<file path="config.mk">
export PLATFORM = sky130hd
export DESIGN_NAME = pll_reset_sequencer
export DESIGN_NICKNAME = d
export VERILOG_FILES = /design/src/rtl/pll_seq_pkg.sv /design/src/rtl/bit_sync.sv /design/src/rtl/pll_reset_sequencer.sv
export SDC_FILE = /design/constraint.sdc
export NUM_CORES = 1
export LEC_CHECK = 0
export CAP_MARGIN = 15
export CORE_MARGIN = 2
export CORE_UTILIZATION = 60
export CTS_CLUSTER_SIZE = 8
export DETAILED_ROUTE_END_ITERATION = 6
export PLACE_DENSITY = 0.83
export SYNTH_ARGS = -nofsm -noshare
export SYNTH_HDL_FRONTEND = slang
export SYNTH_SLANG_ARGS = --single-unit
export TNS_END_PERCENT = 50
</file>
<file path="constraint.sdc">
create_clock -name in_clk -period 5.7 [get_ports in_clk]
set_input_delay 0.57 -clock in_clk [delete_from_list [all_inputs] [get_ports in_clk]]
set_output_delay 0.57 -clock in_clk [all_outputs]
set_load 0.01 [all_outputs]
</file>
<file path="src/rtl/pll_seq_pkg.sv">
// Shared definitions for the PLL supervisor / reset sequencer: state encodings,
// counter sizing helper and default timing for a 25 MHz reference clock.
package pll_seq_pkg;

    typedef enum logic [2:0] {
        PLL_RESET = 3'd0,
        WAIT_LOCK = 3'd1,
        STABLE    = 3'd2,
        RELEASE   = 3'd3,
        RUN       = 3'd4
    } seq_state_e;

    // One extra bit over $clog2 so the terminal value always fits.
    function automatic int cnt_width(input int limit);
        return $clog2(limit) + 1;
    endfunction

    localparam int DEF_NUM_CH              = 4;
    localparam int DEF_SYNC_STAGES         = 2;
    localparam int DEF_PLL_RST_CYCLES      = 32;     // 1.28 us at 25 MHz
    localparam int DEF_LOCK_TIMEOUT_CYCLES = 65536;  // ~2.6 ms at 25 MHz
    localparam int DEF_LOCK_STABLE_CYCLES  = 1024;   // ~41 us at 25 MHz
    localparam int DEF_STAGGER_CYCLES      = 16;
    localparam int DEF_CNT_W               = 8;

endpackage

</file>
<file path="src/rtl/bit_sync.sv">
// N-stage single-bit synchroniser for an input asynchronous to clk.
// All stages clear to 0 on the asynchronous active-high reset.
module bit_sync #(
    parameter int STAGES = 2
) (
    input  logic clk,
    input  logic rst,
    input  logic d,
    output logic q
);

    logic [STAGES-1:0] sync;

    // NOTE: sequential state always uses non-blocking assignments so every
    // stage samples the previous stage's old value on the same edge.
    always_ff @(posedge clk or posedge rst) begin
        if (rst) begin
            sync <= '0;
        end else begin
            sync <= {sync[STAGES-2:0], d};
        end
    end

    assign q = sync[STAGES-1];

endmodule

</file>
<file path="src/rtl/pll_reset_sequencer.sv">
// PLL supervisor: pulses the PLL reset, qualifies LOCK, then releases the
// per-domain resets in ascending, staggered order; recovers from lock loss.
module pll_reset_sequencer
    import pll_seq_pkg::*;
#(
    parameter int NUM_CH              = DEF_NUM_CH,
    parameter int SYNC_STAGES         = DEF_SYNC_STAGES,
    parameter int PLL_RST_CYCLES      = DEF_PLL_RST_CYCLES,
    parameter int LOCK_TIMEOUT_CYCLES = DEF_LOCK_TIMEOUT_CYCLES,
    parameter int LOCK_STABLE_CYCLES  = DEF_LOCK_STABLE_CYCLES,
    parameter int STAGGER_CYCLES      = DEF_STAGGER_CYCLES,
    parameter int CNT_W               = DEF_CNT_W
) (
    input  logic              in_clk,
    input  logic              rst,
    input  logic              pll_locked,
    input  logic              soft_rst_req,
    output logic              pll_rst,
    output logic [NUM_CH-1:0] ch_rst,
    output logic              all_ready,
    output logic [2:0]        state,
    output logic [CNT_W-1:0]  lock_loss_cnt,
    output logic              timeout_err
);

    localparam int REL_CYCLES = NUM_CH * STAGGER_CYCLES;
    localparam int DWELL_MAX  =
        (PLL_RST_CYCLES > LOCK_TIMEOUT_CYCLES)
            ? ((PLL_RST_CYCLES > LOCK_STABLE_CYCLES) ? PLL_RST_CYCLES : LOCK_STABLE_CYCLES)
            : ((LOCK_TIMEOUT_CYCLES > LOCK_STABLE_CYCLES) ? LOCK_TIMEOUT_CYCLES : LOCK_STABLE_CYCLES);
    localparam int DW = cnt_width(DWELL_MAX);
    localparam int SW = cnt_width(REL_CYCLES);

    localparam logic [DW-1:0] RST_LAST     = DW'(PLL_RST_CYCLES - 1);
    localparam logic [DW-1:0] TIMEOUT_LAST = DW'(LOCK_TIMEOUT_CYCLES - 1);
    localparam logic [DW-1:0] STABLE_LAST  = DW'(LOCK_STABLE_CYCLES - 1);
    localparam logic [SW-1:0] REL_LAST     = SW'(REL_CYCLES - 1);

    seq_state_e        cur;
    seq_state_e        nxt;
    logic [DW-1:0]     dwell;
    logic [DW-1:0]     dwell_n;
    logic [SW-1:0]     stag;
    logic [SW-1:0]     stag_n;
    logic              restart;
    logic              restart_n;
    logic              lost;
    logic              timed_out;
    logic              lock_s;
    logic [NUM_CH-1:0] ch_rst_n;

    bit_sync #(
        .STAGES (SYNC_STAGES)
    ) u_lock_sync (
        .clk (in_clk),
        .rst (rst),
        .d   (pll_locked),
        .q   (lock_s)
    );

    // The dwell counter serves PLL_RESET, WAIT_LOCK and STABLE; it is held at
    // zero elsewhere so every state entry starts counting from 0.
    // NOTE: every combinational output gets a default first, so no path can
    // leave a signal unassigned and infer a latch.
    always_comb begin
        nxt       = cur;
        dwell_n   = dwell + 1'b1;
        stag_n    = '0;
        restart_n = 1'b0;
        lost      = 1'b0;
        timed_out = 1'b0;

        case (cur)
            PLL_RESET: begin
                if (dwell == RST_LAST) begin
                    nxt     = WAIT_LOCK;
                    dwell_n = '0;
                end
            end

            WAIT_LOCK: begin
                if (lock_s) begin
                    nxt     = STABLE;
                    dwell_n = '0;
                end else if (dwell == TIMEOUT_LAST) begin
                    nxt       = PLL_RESET;
                    dwell_n   = '0;
                    timed_out = 1'b1;
                end
            end

            STABLE: begin
                if (!lock_s) begin
                    nxt     = WAIT_LOCK;
                    dwell_n = '0;
                end else if (dwell == STABLE_LAST) begin
                    nxt     = RELEASE;
                    dwell_n = '0;
                end
            end

            RELEASE: begin
                dwell_n = '0;
                if (!lock_s) begin
                    nxt  = PLL_RESET;
                    lost = 1'b1;
                end else if (soft_rst_req) begin
                    restart_n = 1'b1;
                end else if (restart) begin
                    // Hold cycle after a soft request: all channels stay in
                    // reset and the stagger starts again on the next edge.
                    stag_n = '0;
                end else if (stag == REL_LAST) begin
                    nxt = RUN;
                end else begin
                    stag_n = stag + 1'b1;
                end
            end

            RUN: begin
                dwell_n = '0;
                if (!lock_s) begin
                    nxt  = PLL_RESET;
                    lost = 1'b1;
                end else if (soft_rst_req) begin
                    nxt       = RELEASE;
                    restart_n = 1'b1;
                end
            end

            default: begin
                nxt     = PLL_RESET;
                dwell_n = '0;
            end
        endcase
    end

    // Channel k drops once the stagger count reaches k*STAGGER_CYCLES.
    always_comb begin
        ch_rst_n = '1;
        if (nxt == RUN) begin
            ch_rst_n = '0;
        end else if (nxt == RELEASE && !restart_n) begin
            for (int k = 0; k < NUM_CH; k++) begin
                if (stag_n >= SW'(k * STAGGER_CYCLES)) begin
                    ch_rst_n[k] = 1'b0;
                end
            end
        end
    end

    // Outputs are registered from next-state values so they change on the
    // same edge as the state they belong to.
    always_ff @(posedge in_clk or posedge rst) begin
        if (rst) begin
            cur           <= PLL_RESET;
            dwell         <= '0;
            stag          <= '0;
            restart       <= 1'b0;
            pll_rst       <= 1'b1;
            ch_rst        <= '1;
            all_ready     <= 1'b0;
            lock_loss_cnt <= '0;
            timeout_err   <= 1'b0;
        end else begin
            cur       <= nxt;
            dwell     <= dwell_n;
            stag      <= stag_n;
            restart   <= restart_n;
            pll_rst   <= (nxt == PLL_RESET);
            ch_rst    <= ch_rst_n;
            all_ready <= (nxt == RUN);
            if (lost && lock_loss_cnt != '1) begin
                lock_loss_cnt <= lock_loss_cnt + 1'b1;
            end
            if (timed_out) begin
                timeout_err <= 1'b1;
            end
        end
    end

    assign state = cur;

endmodule
</file>
==> qor.yml <==
clk_pin_slew_ns: 0.12
crit_type: "reg2reg"
port-buffer-count: 21
drtIter0Drc: 98
via_per_inst: 5.58
antenna_cells: 0
drc: 0
setup_slack_ns: 3.11
gr-total-overflow: 0
reg2reg_depth: 8
required_ns: 5.91
slew_violations: 0
cp-end-kind: "flip-flop"
critPathTopFamily: "simple AND/OR/NAND/NOR gates"
die_w_um: 64.5
reg2reg_to: "dwell[3]"
grt_pass1_vias: 1544
hpwlAfterDp_um: 2750
syn_nets: 209
yosys.area.top_type: "dfrtp_1"
cts_buffers: 5
holdPathStages: 0
maxCapViolations: 0
synth.ff_latch_count: 45
antenna_found_initial: 0
fin_nets: 235
rsz0062_at_grt: "false"
ys.warnings.count: 0
synthCells: 200
ir_drop_uv: 189
postCtsSetupBuffers: 0
worst_setup_path_start_kind: "flip-flop"
syn_area_um2: 2200
ctsHoldBuffers: 0
cp_num_buf_inv: 1
max_slew_margin_pct: 42.6
outcome: "complete, no violations"
slowest_stage: "a221oi_4"
std_cell_rows: 21
start_util_pct: 64.3
ant_nets: 0
worst_ep_arrival_time_ns: 2.80
min_path_type: "reg2reg"
die-area_um2: 4160
timing.hold.ws_ns: 0.362
wl_per_cell_um: 13.9
path_max_fanout: 16
fin_crit_ns: 2.59
power_density_nw_per_um2: 302
cts_root_buf: "clkbuf_4"
gp_congestion: 0.884
rrSetupSlack_ns: 3.11
r2r-start: "dwell[0]"
crit_start: "dwell[0]"
grt.total_usage_pct: 21.4
fin_skew_ns: 0.0164
fin_setup_tns_ns: 0
firstDrtPassIters: 4
grt_pass1_wl_um: 6820
cp-endpoint: "dwell[3]"
die-height_um: 64.5
netlist_top_cells_area: "dfrtp_1 46%, xor2_1 6.4%, dfstp_2 6.0%, xnor2_1 4.0%, ha_1 2.8%"
max_stage_delay_ns: 0.72
power.leakage_nw: 1.13
fmax_mhz: 385
avgSynthCellArea_um2: 11.0
clkSinkCount: 45
yosys.area.top_type_share_pct: 45.6
cts_tree: "done"
clkLatencyLatePin_ns: 0.36
clockBufferDepth: 2
cp_num_cells: 8
drive_above_1_share_pct: 17.2
wirelength_um: 3810
post-route-util_pct: 73.2
area_growth_pct: 13.8
coreArea_um2: 3420
hold_viol_final: 0
ys_seq_area_share_pct: 51.5
min_period_over_period_pct: 45.5
dr_total_vias: 1522
cts_resized: 0
worstMarginPinSlew_ns: 0.860
grt_max_degree: 46
pre_cts_ws_ns: 3.11
final-setup-viol-count: 0
cp_cell_sequence: "ha_1 -> nand3_1 -> nor2_1 -> and3_1 -> ha_1 -> inv_1 -> a221oi_4 -> nor2_1"
ys_types: 47
htreeDepth: 2
io_pins: 22
==> layer usage <==
layer	share of wire [%]	vias up	GRT usage, %
li1	-	748	-
met1	44	745	25.8
met2	52	22	37.0
met3	3.0	7	6.94
met4	1.4	0	6.12
met5	0	-	0
==> through the flow <==
step                area [um^2]  total power [mW]  std cells
floorplan                  2200             0.560        200
global placement           2450             0.605        265
detailed placement         2450             0.614        265
CTS                        2500             0.760        273
global route               2500             0.807        273
finish                     2500             0.756        273
==> flip-flops by register name, summed over array words and instances, names as in the netlist <==
| register | cells |
|---|---|
| all_ready | 1 |
| lock_loss_cnt | 8 |
| restart | 1 |
| stag | 7 |
| state | 3 |
| dwell | 17 |
| timeout_err | 1 |
| u_lock_sync.sync | 2 |
| ch_rst | 4 |
| pll_rst | 1 |
==> synth_stat cells (all sizes together) <==
| master | instances |
|---|---|
| a211oi | 1 |
| a21o | 3 |
| a21oi | 7 |
| a221oi | 1 |
| a31oi | 1 |
| and2 | 1 |
| and3 | 12 |
| and4 | 5 |
| buf | 1 |
| clkbuf | 2 |
| dfrtp | 40 |
| dfstp | 5 |
| ha | 5 |
| inv | 6 |
| mux2 | 1 |
| nand2 | 11 |
| nand2b | 3 |
| nand3 | 10 |
| nand3b | 2 |
| nand4 | 5 |
| nand4b | 1 |
| nor2 | 25 |
| nor2b | 2 |
| nor3 | 6 |
| nor4 | 2 |
| nor4bb | 1 |
| o211ai | 1 |
| o21a | 1 |
| o21ai | 3 |
| or2 | 1 |
| or3 | 5 |
| or3b | 2 |
| or4 | 2 |
| xnor2 | 10 |
| xor2 | 16 |
==> where the power goes <==
part	total, mW	switching, mW	internal, mW	leakage [nW]
sequential	0.409	0.0514	0.358	0.595
combinational	0.199	0.104	0.0954	0.511
clock	0.148	0.0987	0.0488	0.0255
==> placed cells by master, fill, tap and decap left out, types with 2 or more instances in the layout <==
| cell | instances |
|---|---|
| xor2_1 | 16 |
| and3_2 | 4 |
| and4_1 | 4 |
| nand2_1 | 11 |
| or4_4 | 2 |
| nor3_1 | 5 |
| a21o_1 | 3 |
| nor2b_1 | 2 |
| dfstp_2 | 5 |
| clkdlybuf4s50_1 | 21 |
| a21oi_1 | 6 |
| nor2_1 | 15 |
| nand3b_1 | 2 |
| inv_1 | 5 |
| o21ai_0 | 2 |
| nand3_1 | 10 |
| nand2b_1 | 3 |
| ha_1 | 5 |
| clkbuf_4 | 5 |
| or3_1 | 4 |
| xnor2_1 | 10 |
| and3_1 | 8 |
| nand4_1 | 4 |
| nor2_2 | 10 |
| dfrtp_1 | 40 |
| clkbuf_1 | 2 |
==> logic make-up (layout without fill, tap and decap cells) <==
| kind of cell | count (synthesis) | in the layout | share of synthesized area (%) |
|---|---|---|---|
| adders and majority gates | 5 | 5 | 2.85 |
| buffers and inverters | 9 | 36 | 2.11 |
| xor gates and xnor gates | 26 | 26 | 10.4 |
| AOI/OAI and AO/OA | 18 | 18 | 5.98 |
| DFF | 45 | 45 | 51.5 |
| and+or+nand+nor | 96 | 96 | 26.7 |
| muxes | 1 | 1 | 0.512 |
==> cell type report <==
cell class | instances | area, um^2
Sequential cell | 45 | 1130
Multi-Input combinational cell | 146 | 1020
Fill cell | 240 | 915
Timing Repair Buffer | 22 | 218
Tap cell | 46 | 57.6
Clock buffer | 7 | 45.0
Inverter | 6 | 22.5
Clock inverter | 1 | 7.51
==> worst min-delay path by stage <==
stage	to	from	slack (ns)
2_1_floorplan	u_lock_sync.sync[1]	u_lock_sync.sync[0]	0.33
3_3_place_gp	u_lock_sync.sync[1]	u_lock_sync.sync[0]	0.33
3_5_place_dp	u_lock_sync.sync[1]	u_lock_sync.sync[0]	0.34
4_1_cts	u_lock_sync.sync[1]	u_lock_sync.sync[0]	0.36
5_1_grt	u_lock_sync.sync[1]	u_lock_sync.sync[0]	0.37
6_report	u_lock_sync.sync[1]	u_lock_sync.sync[0]	0.36
Power figures use the tool's default switching activity.
